[src/rtl/alu_seq_mul.sv]
// Multi-cycle ALU: registered ADD/SUB/AND/OR/XOR in one cycle, unsigned
// shift-add MUL in WIDTH+1 cycles, with a start/busy/done handshake.
module alu_seq_mul #(
   parameter int WIDTH = 8,
   parameter int CNT_W = 4
) (
   input  logic             clk,
   input  logic             rst_n,
   input  logic             start,
   input  logic [2:0]       op,
   input  logic [WIDTH-1:0] a,
   input  logic [WIDTH-1:0] b,
   output logic [WIDTH-1:0] result_hi,
   output logic [WIDTH-1:0] result_lo,
   output logic             carry,
   output logic             overflow,
   output logic             err,
   output logic             busy,
   output logic             done
);

   // EXEC is the one-cycle stage between accept and DONE for non-MUL ops;
   // start is not accepted there, matching the "accept only in IDLE/DONE" rule.
   localparam logic [1:0] IDLE = 2'd0;
   localparam logic [1:0] EXEC = 2'd1;
   localparam logic [1:0] MUL  = 2'd2;
   localparam logic [1:0] DONE = 2'd3;

   localparam logic [2:0] OP_ADD = 3'b000;
   localparam logic [2:0] OP_AND = 3'b001;
   localparam logic [2:0] OP_XOR = 3'b010;
   localparam logic [2:0] OP_MUL = 3'b011;
   localparam logic [2:0] OP_SUB = 3'b100;
   localparam logic [2:0] OP_OR  = 3'b101;

   logic [1:0]         state;
   logic [2:0]         op_q;
   logic [2*WIDTH-1:0] acc;
   logic [2*WIDTH-1:0] mcand;
   logic [WIDTH-1:0]   mplier;
   logic [CNT_W-1:0]   cnt;

   logic [WIDTH-1:0]   opa;
   logic [WIDTH:0]     sum;
   logic [WIDTH:0]     diff;
   logic [WIDTH-1:0]   alu_lo;
   logic               alu_c;
   logic               alu_v;
   logic               alu_err;

   // Latched operands live in the multiplier registers for every op.
   assign opa  = mcand[WIDTH-1:0];
   assign sum  = {1'b0, opa} + {1'b0, mplier};
   assign diff = {1'b0, opa} - {1'b0, mplier};

   always_comb begin
      alu_lo  = '0;
      alu_c   = 1'b0;
      alu_v   = 1'b0;
      alu_err = 1'b0;
      case (op_q)
         OP_ADD: begin
            alu_lo = sum[WIDTH-1:0];
            alu_c  = sum[WIDTH];
            alu_v  = (opa[WIDTH-1] == mplier[WIDTH-1]) && (sum[WIDTH-1] != opa[WIDTH-1]);
         end
         OP_SUB: begin
            alu_lo = diff[WIDTH-1:0];
            alu_c  = diff[WIDTH];
            alu_v  = (opa[WIDTH-1] != mplier[WIDTH-1]) && (diff[WIDTH-1] != opa[WIDTH-1]);
         end
         OP_AND:  alu_lo = opa & mplier;
         OP_XOR:  alu_lo = opa ^ mplier;
         OP_OR:   alu_lo = opa | mplier;
         default: alu_err = 1'b1;
      endcase
   end

   always_ff @(posedge clk or negedge rst_n) begin
      if (!rst_n) begin
         state     <= IDLE;
         op_q      <= '0;
         acc       <= '0;
         mcand     <= '0;
         mplier    <= '0;
         cnt       <= '0;
         result_hi <= '0;
         result_lo <= '0;
         carry     <= 1'b0;
         overflow  <= 1'b0;
         err       <= 1'b0;
         busy      <= 1'b0;
         done      <= 1'b0;
      end else begin
         done <= 1'b0;
         case (state)
            MUL: begin
               if (cnt == CNT_W'(WIDTH)) begin
                  result_hi <= acc[2*WIDTH-1:WIDTH];
                  result_lo <= acc[WIDTH-1:0];
                  carry     <= 1'b0;
                  overflow  <= 1'b0;
                  err       <= 1'b0;
                  busy      <= 1'b0;
                  done      <= 1'b1;
                  state     <= DONE;
               end else begin
                  if (mplier[0]) acc <= acc + mcand;
                  mcand  <= mcand << 1;
                  mplier <= mplier >> 1;
                  cnt    <= cnt + 1'b1;
               end
            end
            EXEC: begin
               result_hi <= '0;
               result_lo <= alu_lo;
               carry     <= alu_c;
               overflow  <= alu_v;
               err       <= alu_err;
               done      <= 1'b1;
               state     <= DONE;
            end
            default: begin
               if (start) begin
                  op_q   <= op;
                  mcand  <= {{WIDTH{1'b0}}, a};
                  mplier <= b;
                  acc    <= '0;
                  cnt    <= '0;
                  if (op == OP_MUL) begin
                     busy  <= 1'b1;
                     state <= MUL;
                  end else begin
                     state <= EXEC;
                  end
               end else begin
                  state <= IDLE;
               end
            end
         endcase
      end
   end

endmodule

[config.mk]
export PLATFORM = sky130hd
export DESIGN_NAME = alu_seq_mul
export DESIGN_NICKNAME = d
export VERILOG_FILES = /design/src/rtl/alu_seq_mul.sv
export SDC_FILE = /design/constraint.sdc
export NUM_CORES = 1
export LEC_CHECK = 0
export CAP_MARGIN = 20
export CORE_AREA = 5 5 147 149
export CTS_BUF_LIST = sky130_fd_sc_hd__clkbuf_16
export CTS_CLUSTER_DIAMETER = 200
export DETAILED_ROUTE_END_ITERATION = 8
export DIE_AREA = 0 0 152 154
export PLACE_DENSITY = 0.39
export SYNTH_ARGS = -nofsm -noshare
export SYNTH_HDL_FRONTEND = slang
export SYNTH_SLANG_ARGS = --single-unit
[constraint.sdc]
create_clock -name clk -period 6.8 [get_ports clk]
set_input_delay 1.36 -clock clk [delete_from_list [all_inputs] [get_ports clk]]
set_output_delay 1.36 -clock clk [all_outputs]
set_load 0.01 [all_outputs]
==> results.yml <==
pwr:
  sw_frac_of_total_pct: 47.8
  power_frac_comb_pct: 57.9
  power_density_mw_per_mm2: 492
  clockPowerShare_pct: 16.8
  leakage_nw: 2.57
  ir_worst_vdd_mv: 0.142
  p_seq_share_pct: 25.3
  internal-power_mw: 1.51
  power.switching_mw: 1.38
outcome:
  status: "finished, final reports clean"
clocking:
  cts.sinks: 70
  cts_root_buf: "clkbuf_16"
  cts_setup_buffers: 0
  clock_latency_ps: 340
  numCtsBuffers: 9
  cts.htree.levels: 3
  cts-hold-fix-buffers: 0
  clkTransAtPathRegs_ps: 60
  post_cts_resized: 0
  clk_path_buf_depth: 2
  cts_tree: "built"
place:
  portBuffers: 42
  gp_congestion: 0.777
  placed_cell_area_mm2: 0.00557
  place_hpwl_um: 10500
timing:
  finalHoldViolations: 0
  finalClockSkew_ps: 10.3
  rsz0062_at_grt: "no"
  fin_crit_ps: 3070
  fin_crit_sh_pct: 45.1
  worst_slew_pin_slew_ps: 930
  final-setup-viol-count: 0
  relSlewSlack_pct: 38.0
  final.setup.tns_ps: 0
  fmaxAchievable_mhz: 326
  finalMaxSlewViolations: 0
synthesis:
  yosys_warnings: 0
  async_reset_ff_share_pct: 100
  syn_area_mm2: 0.00491
  synth_flop_cell: "dfrtp_1"
  synth-seq-cells: 70
  synth_nets: 605
  yosysSeqAreaShare_pct: 35.7
  syn_avg_cell_area_um2: 9.15
  ys_types: 69
  netlist_instances: 536
  synth-edff-count: 0
grt:
  grt_use_met3_pct: 2.61
  overflow: 0
  grt_pass1_wl_um: 23000
  grt_usage_pct: 12.3
  grt-busiest-layer: "met2"
  gr-usage-met2_pct: 18.5
  grt_pass1_vias: 4134
  grt_max_degree: 71
  met1_usage_pct: 17.7
  antenna_found_initial: 0
floorplanning:
  die_h_um: 154
  rows: 52
  die_w_um: 152
  start_util_pct: 24.5
  ioPinCount: 43
  dieArea_mm2: 0.0234
  core_area_mm2: 0.0200
worst_setup_path:
  cpMaxStageDelayCell: "a21oi_2"
  path_cells: "clkdlybuf4s50_1 > nor2_1 > nor3_4 > buf_4 > a21oi_2 > a22o_1"
  critical_path.top_delay_family: "compound AO/OA/AOI/OAI gates"
  cp_slowest_stage_delay_ps: 660
  path_class: "in -> reg"
  worstSetupStartpointType: "input pin"
  endpoint_kind: "flip-flop"
  cp.required_ps: 7070
  critPathArrivalTime_ps: 3340
  critPathBufInv: 2
  cp_max_fo: 34
finish:
  fillerInstances: 2156
  final_nets: 636
  diodes: 0
  design_area_mm2: 0.00587
  drive_above_1_share_pct: 8.22
  area_delta_synth_final_pct: 19.6
  layout_common_cells: "dfrtp_1, nand2_1, a21oi_1"
  final_common_cell: "dfrtp_1"
hold_path:
  hp-class: "reg -> reg"
routing:
  avgViaCountPerCell: 4.73
  vias: 3980
  ant_nets: 0
  wl_per_cell_um: 16.6
  finalWirelength_um: 14000
  drtIter0Drc: 234
  drc: 0
  first_pass_iters: 4
job:
  max-cap-violations: 0
## power by group through the flow
| stage | logic (mW) | registers (mW) | clock network (mW) |
|---|---|---|---|
| 2_1_floorplan | 1.29 | 0.656 | 0 |
| 3_3_place_gp | 1.67 | 0.742 | 0 |
| 3_5_place_dp | 1.67 | 0.746 | 0 |
| 4_1_cts | 1.69 | 0.737 | 0.501 |
| 5_1_grt | 1.88 | 0.760 | 0.519 |
| 6_report | 1.67 | 0.732 | 0.484 |
## final cells by class
| type | count | area, um^2 | share of cell area, % |
|---|---|---|---|
| inverter | 30 | 113 | 1.92 |
| timing repair buffer | 47 | 455 | 7.76 |
| tap | 270 | 338 | 5.76 |
| sequential | 70 | 1750 | 29.8 |
| clock inverter | 7 | 72.6 | 1.24 |
| multi-input combinational | 409 | 2910 | 49.6 |
| clock buffer | 9 | 225 | 3.84 |
## registers in the layout, summed over array words and instances, names as in the netlist, 2 cells and up
register / count
acc: 16
cnt: 4
mcand: 16
mplier: 8
op_q: 3
result_hi: 8
result_lo: 8
state: 2
## Yosys cell counts, drive strengths merged, types with 2 or more instances
cell type	number	area share [%]
a211oi	9	1.4
nor3b	5	0.87
nand3	8	0.92
xnor2	8	1.4
xor2	13	2.3
o21bai	7	1.1
o221ai	2	0.36
nand4	2	0.25
a21oi	49	5.2
nand2b	5	0.64
dfrtp	70	36
o21ai	43	4.4
o31ai	5	0.87
fa	3	1.2
nor2	34	2.6
mux2	7	1.6
ha	44	11
nand4b	2	0.48
o21a	2	0.31
o22ai	3	0.38
or3	3	0.38
buf	14	1.6
nand3b	3	0.46
a22o	10	1.8
and2	2	0.25
inv	30	2.3
nand2	61	4.7
a21o	10	1.5
and3	6	0.77
o211ai	5	0.87
nor2b	5	0.64
nor4	2	0.25
nor3	5	0.94
a221oi	2	0.61
a2111oi	4	1.4
or2	2	0.26
mux2i	18	3.7
clkbuf	13	0.99
a31oi	6	0.77
## final timing paths
| kind | from | end | slack (ps) | cells after the start |
|---|---|---|---|---|
| max in group asynchronous | rst_n | result_lo[3] | 5040 | 1 |
| min in group asynchronous | rst_n | mcand[12] | 1170 | 1 |
| hold / removal | result_lo[2] | result_lo[2] | 480 | 1 |
| setup reg to reg | state[0] | acc[1] | 4010 | 8 |
| setup / recovery | start | acc[1] | 3730 | 6 |
| hold reg to reg | result_lo[2] | result_lo[2] | 480 | 1 |
## layer usage
metal  vias to the layer above  routed length (um)
met5                         -                   0
met2                        58                6100
li1                       1976                   -
met4                         0                 162
met3                        10                 511
met1                      1936                7220
## stage by stage
stage / power, mW / utilization (%) / worst slack, ps / std cells / hold WS, ps
after floorplan: 1.94 / - / 4440 / 536 / 469
after global placement: 2.41 / 27.8 / 3430 / 826 / 466
after detailed placement: 2.42 / 27.8 / 3380 / 826 / 472
after CTS: 2.92 / 29.3 / 3720 / 842 / 485
after global routing: 3.16 / 29.3 / 3520 / 842 / 518
final: 2.89 / 29.3 / 3730 / 842 / 476
## worst register-to-register path: cells and delay by family (launching register included)
kind | cells | cell delay [ps]
AND/OR/NAND/NOR | 2 | 620
adder cells (fa/ha/maj) | 1 | 140
flip-flops | 1 | 390
AO/OA/AOI/OAI | 2 | 930
buffers and inverters | 3 | 640
## cells by family (layout without fill, tap and decap cells)
kind of cell / count (synthesis) / count (layout) / synth area share, %
xor gates and xnor gates: 21 / 21 / 3.75
AOI/OAI and AO/OA: 167 / 167 / 22.8
and+or+nand+nor: 149 / 149 / 15.1
DFF: 70 / 70 / 35.7
adders and majority gates: 47 / 47 / 12.4
muxes: 25 / 25 / 5.28
buffers and inverters: 57 / 93 / 4.90
(Power assumes the default switching activity.)
